<file path="config.mk">
export PLATFORM = sky130hd
export DESIGN_NAME = sr_cmd_driver_flat
export DESIGN_NICKNAME = d
export VERILOG_FILES = /design/src/rtl/sr_cmd_driver_pkg.sv /design/src/rtl/sr_cmd_driver_if.sv /design/src/rtl/sr_cmd_driver_timer.sv /design/src/rtl/sr_cmd_driver.sv /design/src/flat_wrapper.sv
export SDC_FILE = /design/constraint.sdc
export NUM_CORES = 1
export LEC_CHECK = 0
export ABC_CLOCK_PERIOD_IN_PS = 2200
export BUFFER_PORTS_ARGS = -buffer_cell sky130_fd_sc_hd__buf_4
export CAP_MARGIN = 20
export CORE_MARGIN = 4
export CORE_UTILIZATION = 45
export DETAILED_ROUTE_END_ITERATION = 8
export PLACE_DENSITY_LB_ADDON = 0.15
export SYNTH_ARGS = -nofsm -noshare
export SYNTH_HDL_FRONTEND = slang
export SYNTH_SLANG_ARGS = --single-unit
</file>
<file path="constraint.sdc">
create_clock -name clk -period 2.2 [get_ports clk]
set_clock_uncertainty 0.2 [all_clocks]
set_input_delay 0.11 -clock clk [delete_from_list [all_inputs] [get_ports clk]]
set_output_delay 0.11 -clock clk [all_outputs]
set_load 0.1 [all_outputs]
</file>
<file path="src/rtl/sr_cmd_driver_pkg.sv">
// Shared types for the SR flip-flop command driver: op encodings, FSM states, counter width.
package sr_cmd_pkg;

   typedef enum logic [1:0] {
      OP_NOP = 2'b00,
      OP_SET = 2'b01,
      OP_CLR = 2'b10,
      OP_TGL = 2'b11
   } op_e;

   typedef enum logic [1:0] {
      StIdle,
      StDrive,
      StWait,
      StResp
   } state_e;

   // Wide enough for the largest legal pulse (15) or timeout (255) count.
   localparam int unsigned CntW = 8;

   // A phase of N cycles ends when the counter, loaded on entry, reaches zero.
   function automatic logic [CntW-1:0] cnt_load(input int unsigned cycles);
      return CntW'(cycles - 1);
   endfunction

endpackage

</file>
<file path="src/rtl/sr_cmd_driver_if.sv">
// Command-side handshake and status bundle for sr_cmd_driver.
interface sr_cmd_driver_if;
   import sr_cmd_pkg::*;

   logic cmd_valid;
   op_e  cmd_op;
   logic cmd_ready;
   logic busy;
   logic done;
   logic err;

   modport master (
      output cmd_valid,
      output cmd_op,
      input  cmd_ready,
      input  busy,
      input  done,
      input  err
   );

   modport slave (
      input  cmd_valid,
      input  cmd_op,
      output cmd_ready,
      output busy,
      output done,
      output err
   );

endinterface

</file>
<file path="src/rtl/sr_cmd_driver_timer.sv">
// Loadable down-counter with zero flag; shared by the pulse-width and timeout phases.
module sr_cmd_timer
   import sr_cmd_pkg::*;
(
   input  logic            clk_i,
   input  logic            reset_ni,
   input  logic            load_i,
   input  logic [CntW-1:0] load_val_i,
   input  logic            dec_i,
   output logic            zero_o
);

   logic [CntW-1:0] cnt_q, cnt_d;

   // Saturates at zero instead of wrapping.
   always_comb begin
      cnt_d = cnt_q;
      if (load_i) begin
         cnt_d = load_val_i;
      end else if (dec_i && (cnt_q != '0)) begin
         cnt_d = cnt_q - 1'b1;
      end
   end

   always_ff @(posedge clk_i) begin
      if (!reset_ni) begin
         cnt_q <= '0;
      end else begin
         cnt_q <= cnt_d;
      end
   end

   assign zero_o = (cnt_q == '0);

endmodule

</file>
<file path="src/rtl/sr_cmd_driver.sv">
// Drives non-overlapping s/r pulses to an external SR flip-flop and confirms via feedback.
// Define SR_CMD_DRIVER_QBAR_CHECK_EN to also require qbar_fb == ~target for a match.
module sr_cmd_driver
   import sr_cmd_pkg::*;
#(
   parameter int unsigned PULSE_CYCLES   = 2,
   parameter int unsigned TIMEOUT_CYCLES = 8
) (
   input  logic               clk,
   input  logic               reset,
   sr_cmd_driver_if.slave     cmd,
   output logic               s,
   output logic               r,
   input  logic               q_fb,
   input  logic               qbar_fb
);

   localparam logic [CntW-1:0] PulseLoad   = cnt_load(PULSE_CYCLES);
   localparam logic [CntW-1:0] TimeoutLoad = cnt_load(TIMEOUT_CYCLES);

   state_e state_q;
   logic   tgt_q, s_q, r_q, done_q, err_q, busy_q;

   logic            accept, acc_tgt, match;
   logic            tmr_load, tmr_dec, tmr_zero;
   logic [CntW-1:0] tmr_val;

   assign accept = (state_q == StIdle) && cmd.cmd_valid;

   always_comb begin
      acc_tgt = 1'b0;
      case (cmd.cmd_op)
         OP_SET:  acc_tgt = 1'b1;
         OP_CLR:  acc_tgt = 1'b0;
         OP_TGL:  acc_tgt = ~q_fb;
         default: acc_tgt = 1'b0;
      endcase
   end

`ifdef SR_CMD_DRIVER_QBAR_CHECK_EN
   assign match = (q_fb == tgt_q) && (qbar_fb == ~tgt_q);
`else
   logic unused_qbar_fb;
   assign unused_qbar_fb = qbar_fb;
   assign match = (q_fb == tgt_q);
`endif

   // Counter is reloaded whenever the FSM leaves a state, so every phase starts fresh.
   always_comb begin
      tmr_load = 1'b1;
      tmr_val  = '0;
      tmr_dec  = 1'b0;
      case (state_q)
         StIdle: begin
            if (accept && (cmd.cmd_op != OP_NOP)) tmr_val = PulseLoad;
         end
         StDrive: begin
            if (tmr_zero) begin
               tmr_val = TimeoutLoad;
            end else begin
               tmr_load = 1'b0;
               tmr_dec  = 1'b1;
            end
         end
         StWait: begin
            if (!(match || tmr_zero)) begin
               tmr_load = 1'b0;
               tmr_dec  = 1'b1;
            end
         end
         default: ;
      endcase
   end

   sr_cmd_timer u_timer (
      .clk_i      (clk),
      .reset_ni   (reset),
      .load_i     (tmr_load),
      .load_val_i (tmr_val),
      .dec_i      (tmr_dec),
      .zero_o     (tmr_zero)
   );

   always_ff @(posedge clk) begin
      if (!reset) begin
         state_q <= StIdle;
         tgt_q   <= 1'b0;
         s_q     <= 1'b0;
         r_q     <= 1'b0;
         done_q  <= 1'b0;
         err_q   <= 1'b0;
         busy_q  <= 1'b0;
      end else begin
         done_q <= 1'b0;
         err_q  <= 1'b0;
         case (state_q)
            StIdle: begin
               if (accept) begin
                  if (cmd.cmd_op == OP_NOP) begin
                     state_q <= StResp;
                     done_q  <= 1'b1;
                  end else begin
                     state_q <= StDrive;
                     tgt_q   <= acc_tgt;
                     s_q     <= acc_tgt;
                     r_q     <= ~acc_tgt;
                     busy_q  <= 1'b1;
                  end
               end
            end
            StDrive: begin
               if (tmr_zero) begin
                  state_q <= StWait;
                  s_q     <= 1'b0;
                  r_q     <= 1'b0;
               end
            end
            StWait: begin
               if (match || tmr_zero) begin
                  state_q <= StResp;
                  done_q  <= 1'b1;
                  err_q   <= ~match;
                  busy_q  <= 1'b0;
               end
            end
            StResp:  state_q <= StIdle;
            default: state_q <= StIdle;
         endcase
      end
   end

   assign cmd.cmd_ready = (state_q == StIdle);
   assign cmd.busy      = busy_q;
   assign cmd.done      = done_q;
   assign cmd.err       = err_q;
   assign s             = s_q;
   assign r             = r_q;

endmodule

</file>
<file path="src/flat_wrapper.sv">
// flat-port wrapper written by rule: the top's interface ports become plain ports
module sr_cmd_driver_flat import sr_cmd_pkg::*;
#(
   parameter int unsigned PULSE_CYCLES   = 2,
   parameter int unsigned TIMEOUT_CYCLES = 8
)
  (clk, reset, s, r, q_fb, qbar_fb, cmd_cmd_valid, cmd_cmd_op, cmd_cmd_ready, cmd_busy, cmd_done, cmd_err);
  sr_cmd_driver_if cmd_i ();
  input  logic clk;
  input  logic reset;
  output logic s;
  output logic r;
  input  logic q_fb;
  input  logic qbar_fb;
  input wire logic [$bits(cmd_i.cmd_valid)-1:0] cmd_cmd_valid;
  input wire logic [$bits(cmd_i.cmd_op)-1:0] cmd_cmd_op;
  output wire logic [$bits(cmd_i.cmd_ready)-1:0] cmd_cmd_ready;
  output wire logic [$bits(cmd_i.busy)-1:0] cmd_busy;
  output wire logic [$bits(cmd_i.done)-1:0] cmd_done;
  output wire logic [$bits(cmd_i.err)-1:0] cmd_err;
  assign cmd_i.cmd_valid = cmd_cmd_valid;
  assign cmd_i.cmd_op = cmd_cmd_op;
  assign cmd_cmd_ready = cmd_i.cmd_ready;
  assign cmd_busy = cmd_i.busy;
  assign cmd_done = cmd_i.done;
  assign cmd_err = cmd_i.err;
  sr_cmd_driver #(.PULSE_CYCLES(PULSE_CYCLES), .TIMEOUT_CYCLES(TIMEOUT_CYCLES)) u_core (.clk(clk), .reset(reset), .cmd(cmd_i), .s(s), .r(r), .q_fb(q_fb), .qbar_fb(qbar_fb));
endmodule
</file>
==> results of run 1 <==
==> per-layer routing <==
metal  global-route usage  share of wire  up-vias
li1                     -              -      470
met1                0.203           0.49      428
met2                0.233           0.47       13
met3               0.0209          0.028        2
met4               0.0521         0.0061        0
met5                    0              0        -
==> cell type report <==
| cell class | instances | area [sq um] | share of cell area |
|---|---|---|---|
| inverter | 11 | 41.3 | 0.0342 |
| tap | 27 | 33.8 | 0.0280 |
| sequential | 16 | 320 | 0.266 |
| timing repair buffer | 18 | 148 | 0.122 |
| clock buffer | 3 | 22.5 | 0.0187 |
| multi-input combinational | 84 | 641 | 0.531 |
==> path summary, 6_finish.rpt <==
path | slack, ns | end | cells past startpoint
max | 0.1 | u_core.u_timer.cnt_q[4] | 6
min | 0.04 | u_core.cmd.err | 3
max reg2reg | 0.1 | u_core.u_timer.cnt_q[4] | 6
min reg2reg | 0.28 | u_core.cmd.busy | 2
==> worst max-delay path, cell delays in order (launching register included) <==
cell                      delay (ns)
sky130_fd_sc_hd__dfxtp_1        0.41
sky130_fd_sc_hd__inv_1          0.06
sky130_fd_sc_hd__ha_1           0.23
sky130_fd_sc_hd__or3b_1         0.37
sky130_fd_sc_hd__nor2_8         0.10
sky130_fd_sc_hd__or4_4          0.52
sky130_fd_sc_hd__a21oi_2        0.13
==> cell usage in the layout, fill, tap and decap left out, types with 2 or more instances in the layout <==
cell                            synthesis  routed
sky130_fd_sc_hd__ha_1                   4       3
sky130_fd_sc_hd__buf_4                  0      13
sky130_fd_sc_hd__o211a_1                2       2
sky130_fd_sc_hd__o31ai_1                2       2
sky130_fd_sc_hd__nor2_1                 3       3
sky130_fd_sc_hd__a21oi_2                2       2
sky130_fd_sc_hd__inv_1                 11      11
sky130_fd_sc_hd__a21boi_1               2       2
sky130_fd_sc_hd__or3_1                  3       3
sky130_fd_sc_hd__nand2_1                4       4
sky130_fd_sc_hd__or4_4                  2       2
sky130_fd_sc_hd__nand3_1                3       3
sky130_fd_sc_hd__dfxtp_1               16      16
sky130_fd_sc_hd__dlygate4sd3_1          0       5
sky130_fd_sc_hd__nor3_1                 6       6
sky130_fd_sc_hd__clkbuf_4               0       3
sky130_fd_sc_hd__o21a_1                 4       4
sky130_fd_sc_hd__a21oi_1                6       6
sky130_fd_sc_hd__o21ai_0                8       8
sky130_fd_sc_hd__nor4b_1                2       2
sky130_fd_sc_hd__o211ai_1               2       2
sky130_fd_sc_hd__o21ai_1                3       3
==> registers in the layout, summed over array words and instances (netlist names) <==
name and flops:
u_core.cmd.busy 1, u_core.cmd.done 1, u_core.cmd.err 1, u_core.r 1
u_core.s 1, u_core.state_q 2, u_core.tgt_q 1, u_core.u_timer.cnt_q 8
==> through the flow <==
step / hold WS (ns) / instance area (sq um) / instances / util
final: 0.0447 / 1210 / 159 / 0.585
after floorplan: 0.0769 / 1020 / 116 / -
after detailed placement: 0.224 / 1130 / 151 / 0.550
after CTS: 0.0452 / 1210 / 159 / 0.585
after global placement: 0.216 / 1130 / 151 / 0.550
after global routing: 0.0544 / 1210 / 159 / 0.585
==> logic make-up after synthesis <==
group                    synth area share
AO/OA/AOI/OAI                       0.333
XOR/XNOR                           0.0159
adder cells (fa/ha/maj)            0.0490
buffers and inverters              0.0624
flip-flops                          0.313
AND/OR/NAND/NOR                     0.226
==> what timing repair did <==
item | in CTS | in global routing
hold buffers | 5 | 0
endpoints found under the hold margin | 12 | 0
buffers inserted | 0 | 0
==> results by stage, run 1 <==
CTS:
- Counting along the longest clock path gives a buffer depth of 2.
- For the worst-skew pair, the clock arrives at the later sink with an insertion delay of 0.28 ns.
- The number of gates given a new drive strength after cts is 0.
- The number of sinks handled by clock tree synthesis is 16.
- The register clock-pin slew on the reported worst setup and hold paths is 0.10 ns.
- TritonCTS built the clock tree.
- The root buffer cell chosen for the clock tree is sky130_fd_sc_hd__clkbuf_4.
- The number of CTS-inserted buffers is 3.
- The level count of the clock H-tree is 1.

Floorplan:
- The area of the die is 0.00310 sq mm.
- 13 I/O pins were placed.
- The die span in y is 55.7 microns.
- The placeable core region is 0.00206 sq mm.
- For this configuration, the core starts out at a cell density of 0.496.
- Measured along the x axis, the die boundary spans 55.7 microns.
- Row generation in the floorplan step produced 16 rows.

Worst setup path:
- The most critical setup path has its startpoint at u_core.u_timer.cnt_q[0].
- The worst path arrival time is 2.12 ns.
- The startpoint of the lowest-slack register-to-register path is u_core.u_timer.cnt_q[0].
- STA classifies the critical path startpoint as a register.
- For the worst setup path, the data required time is 2.22 ns.
- The critical path class is register to register.
- Of all nets on the critical path, the largest fanout is 9.
- The sort of element at the end of the critical path is a register.

Yosys:
- In this run, distinct cell masters in the synthesized netlist total 47.
- The register bit count reported by yosys is 16.
- The mean post-synth cell area is 8.81 sq um.
- Synthesis produced a netlist whose cell count is 116.
- The sequential element share of the synthesized area is 0.313.
- The commonest cells after synthesis are sky130_fd_sc_hd__dfxtp_1, sky130_fd_sc_hd__inv_1, sky130_fd_sc_hd__o21ai_0.
- Yosys instantiated no cell more often than sky130_fd_sc_hd__dfxtp_1.
- Summed over all instances, the cell type with the most area after synthesis is sky130_fd_sc_hd__dfxtp_1.
- Summing every instance area after synthesis gives 0.00102 sq mm.
- After synthesis, the share of flip-flops with an asynchronous set or reset is 0.
- Yosys mapped a number of flops with a built-in enable equal to 0.
- When the netlist entered floorplanning its net count stood at 127.
- For this run, the number of Yosys warnings is 0.
- By area the synthesized netlist is led by sky130_fd_sc_hd__dfxtp_1, sky130_fd_sc_hd__ha_1, sky130_fd_sc_hd__inv_1.
- Of the post-synthesis cell area, the dominant cell type holds 0.313.
- The main flop type after synthesis is sky130_fd_sc_hd__dfxtp_1.

STA:
- The post-layout minimum cycle time is 2.10 ns.
- Setup violations remaining at the end of the flow were counted as 0.
- The hold violation total from the final report came to 0.
- The post-route fraction of the period consumed by the critical path is 0.956.
- The slew at the pin closest to its max-slew limit is 0.609 ns.
- Across all setup checks in the final design, the least slack found is 0.0963 ns.
- The final-layout setup total negative slack is 0 ns.
- In this run the tightest slew margin relative to its limit is 0.591.
- Setup repair after global routing left no endpoint under its margin.
- Timing would allow up to 475 MHz.
- The count of pins over their slew limit is 0.

Placement:
- The detailed placement HPWL is 1640 microns.
- The congestion estimate from routability-driven global placement came to 0.841.
- Buffers placed on the I/O ports in this run total 11.
- The worst slack at placement is 0.135 ns.

Global route:
- The combined global-route utilization of all metal layers is 0.148.
- The first global-routing pass estimated 3780 microns of wire.
- The largest net degree at the start of global routing is 12.
- The total grt overflow is 0.
- The number of antenna violations at the first check in global routing was 0.
- The via count of the first global-routing pass is 856.

Detailed routing:
- The post-detailed-route count of antenna-violating nets is 0.
- Wires add up to 2150 microns.
- The via total after detailed routing is 913.
- The number of DRC markers after the initial detailed-route iteration is 22.
- The vias per cell is 5.74.
- The routed wirelength normalized by instance count is 13.5 microns.
- For this run, design rule violations remaining after detail routing come to 0.
- The pre-antenna-repair detailed-routing pass consisted of 4 iterations.

Worst hold path:
- The worst hold path belongs to the class primary input to register.
- The start point of the worst min-delay path is q_fb.

Finish:
- The number of antenna diodes in the final layout is 0.
- The final layout net count is 145.
- In the final layout, the share of cells above drive strength 1 is 0.235.
- The layout has 190 filler cells.
- Relative to the synthesized area, the layout overhead comes to 18.0%.

Status:
- The run finished with clean final reports.

Flow run:
- The count of max-cap constraint violations is 0.
Power of run 1 is not shown: default switching activity piles up to over one toggle a cycle in this logic, so the estimate is an artifact.
==> run 2: changes to the inputs <==
--- a/config.mk
+++ b/config.mk
@@ -12,6 +12,7 @@
 export CORE_UTILIZATION = 45
 export DETAILED_ROUTE_END_ITERATION = 8
 export PLACE_DENSITY_LB_ADDON = 0.15
+export SETUP_SLACK_MARGIN = 0.2
 export SYNTH_ARGS = -nofsm -noshare
 export SYNTH_HDL_FRONTEND = slang
 export SYNTH_SLANG_ARGS = --single-unit
==> run 2 against run 1 <==
Compared with the run above: hold slack improved by 0.0050 ns; cell area is 6.2% higher; global-route usage up 1.1 points.
==> results by stage, run 2 (synthesis results as in run 1) <==
CTS:
- The CTS root buffer is sky130_fd_sc_hd__clkbuf_4.
- The clock insertion delay at the later pin of the skew report is 0.29 ns (about the same).
- The number of sinks handled by clock tree synthesis is 16 (unchanged).
- The register clock-pin slew on the reported worst setup and hold paths is 0.10 ns (about the same).
- The level count of the clock H-tree is 1 (unchanged).
- TritonCTS built the clock tree.
- The number of CTS-inserted buffers was 3 (unchanged).
- The buffer depth of the longest clock path was 2 (unchanged).

Finish:
- The library cell used most frequently in the layout, excluding fill and tap cells, is sky130_fd_sc_hd__buf_4.
- The final layout net count is 147 (+1.4%).
- The antenna diode count is 0 (unchanged).
- The area added between synthesis and finish is 25.3%.
- More flip-flops sit in one register than any other, and that register is u_core.u_timer.cnt_q.
- In the layout the commonest cells are sky130_fd_sc_hd__buf_4, sky130_fd_sc_hd__dfxtp_1, sky130_fd_sc_hd__inv_1, sky130_fd_sc_hd__o21ai_0.
- In the final layout, the registers with the most flip-flops are u_core.u_timer.cnt_q x8, u_core.state_q x2.
- The flip-flop count of the largest register, all copies and words added was 8 (unchanged).
- The share of cells above drive strength 1 is 0.296 (+0.0614).

Worst setup path:
- STA classifies the critical path startpoint as a register.
- The required time reported for the critical path endpoint was 2.23 ns (about the same).
- The maximum fanout along the worst path came to 6 (-3).
- STA classifies the critical path endpoint as a register.
- The worst path arrival time came to 1.94 ns (-0.18 ns).
- The critical path in this run is classified as register to register.

Floorplan:
- The width of the die came to 55.7 microns (unchanged).
- The placeable core region came to 0.00206 sq mm (unchanged).
- The total number of placement rows is 16 (unchanged).
- The number of top-level pins was 13 (unchanged).
- The area of the die came to 0.00310 sq mm (unchanged).
- The die span in y is 55.7 microns (unchanged).
- The effective utilization at floorplan came to 0.496 (unchanged).

Global route:
- The combined global-route utilization of all metal layers was 0.159 (+0.0108).
- The total grt overflow is 0 (unchanged).
- The via count of the first global-routing pass came to 955 (+12%).
- The largest net degree at the start of global routing is 12 (unchanged).
- The first-pass GRT wire length came to 4020 microns (+6.4%).
- The number of antenna violations at the first check in global routing came to 0 (unchanged).

Detailed routing:
- The post-detailed-route count of antenna-violating nets is 0 (unchanged).
- The total iterations of the first detailed-routing run is 4 (unchanged).
- The count of unresolved DRC violations after routing was 0 (unchanged).
- The via total after detailed routing is 966 (+5.8%).
- The routed wirelength normalized by instance count is 14.7 microns (+8.8%).
- The number of DRC markers after the initial detailed-route iteration is 19 (-14%).
- The total wire length is 2380 microns (+11%).
- The vias per cell is 5.96 (+3.8%).

Worst hold path:
- The path class of the tightest hold or removal check is primary input to register.

Placement:
- The weighted congestion reported at the end of routability-driven placement is 0.849 (+0.95%).
- The detailed placement HPWL came to 1740 microns (+6.1%).
- The number of port buffers was 11 (unchanged).

Status:
- The flow ran to the end, and the final reports show no timing, DRC or antenna violations.

STA:
- The hold violation total from the final report is 0 (unchanged).
- The post-route fraction of the period consumed by the critical path was 0.868 (-0.0881).
- The final-layout setup total negative slack came to 0 ns (unchanged).
- The maximum clock rate is 524 MHz (+10%).
- The setup violation total in the final timing report came to 0 (unchanged).
- The slew at the pin closest to its max-slew limit is 0.504 ns (-0.105 ns).
- The worst relative slew slack was 0.662 (+0.0716).
- Setup repair after global routing left no endpoint under its margin.
- The post-layout minimum cycle time is 1.91 ns (-0.194 ns).
- The count of pins over their slew limit is 0 (unchanged).

Flow run:
- The count of max-cap constraint violations was 0 (unchanged).
==> run 2: through the flow <==
stage | utilization | hold WS [ns] | instance area, sq um | setup WS (ns) | cells
5_1_grt | 0.621 | 0.0533 | 1280 | 0.181 | 162
3_3_place_gp | 0.558 | 0.216 | 1150 | 0.183 | 152
3_5_place_dp | 0.558 | 0.228 | 1150 | 0.138 | 152
2_1_floorplan | - | 0.0769 | 1030 | 0.232 | 116
4_1_cts | 0.601 | 0.0252 | 1240 | 0.206 | 161
6_report | 0.621 | 0.0497 | 1280 | 0.290 | 162
==> run 2: final cells by class <==
cell class | count | area, sq um
inverter | 11 | 41.3
timing repair buffer | 20 | 163
fill | 188 | 781
sequential | 16 | 325
tap | 27 | 33.8
multi-input combinational | 84 | 682
clock buffer | 4 | 36.3
==> run 2: worst paths after layout <==
| check | from | end | slack (ns) | depth (start not counted) |
|---|---|---|---|---|
| setup reg to reg | u_core.state_q[0] | u_core.u_timer.cnt_q[5] | 0.29 | 6 |
| hold / removal | q_fb | u_core.cmd.err | 0.05 | 3 |
| hold reg to reg | u_core.cmd.busy | u_core.cmd.busy | 0.27 | 2 |
| setup / recovery | u_core.state_q[0] | u_core.u_timer.cnt_q[5] | 0.29 | 6 |
==> run 2: worst max-delay path, stage by stage, from the launching register on <==
cell and delay, ns:
sky130_fd_sc_hd__dfxtp_1 0.34, sky130_fd_sc_hd__inv_1 0.12, sky130_fd_sc_hd__ha_1 0.20, sky130_fd_sc_hd__nor4b_2 0.24, sky130_fd_sc_hd__a21oi_1 0.20, sky130_fd_sc_hd__or4_1 0.43
sky130_fd_sc_hd__a21oi_1 0.12
==> run 2: repair_timing <==
item	4_1_cts	5_1_grt
endpoints found under the setup margin	2	13
hold endpoints to repair	12	0
gates resized for setup	1	8
buffers inserted	0	1
hold buffers	5	0
pin swaps	0	1
==> run 2: routing by layer <==
metal / up-vias / part of all wire / GRT usage
met3: 4 / 0.035 / 0.0209
li1: 479 / - / -
met2: 19 / 0.50 / 0.275
met5: - / 0 / 0
met4: 0 / 0.012 / 0.0625
met1: 464 / 0.45 / 0.196
Power of run 2 is left out for the same reason.
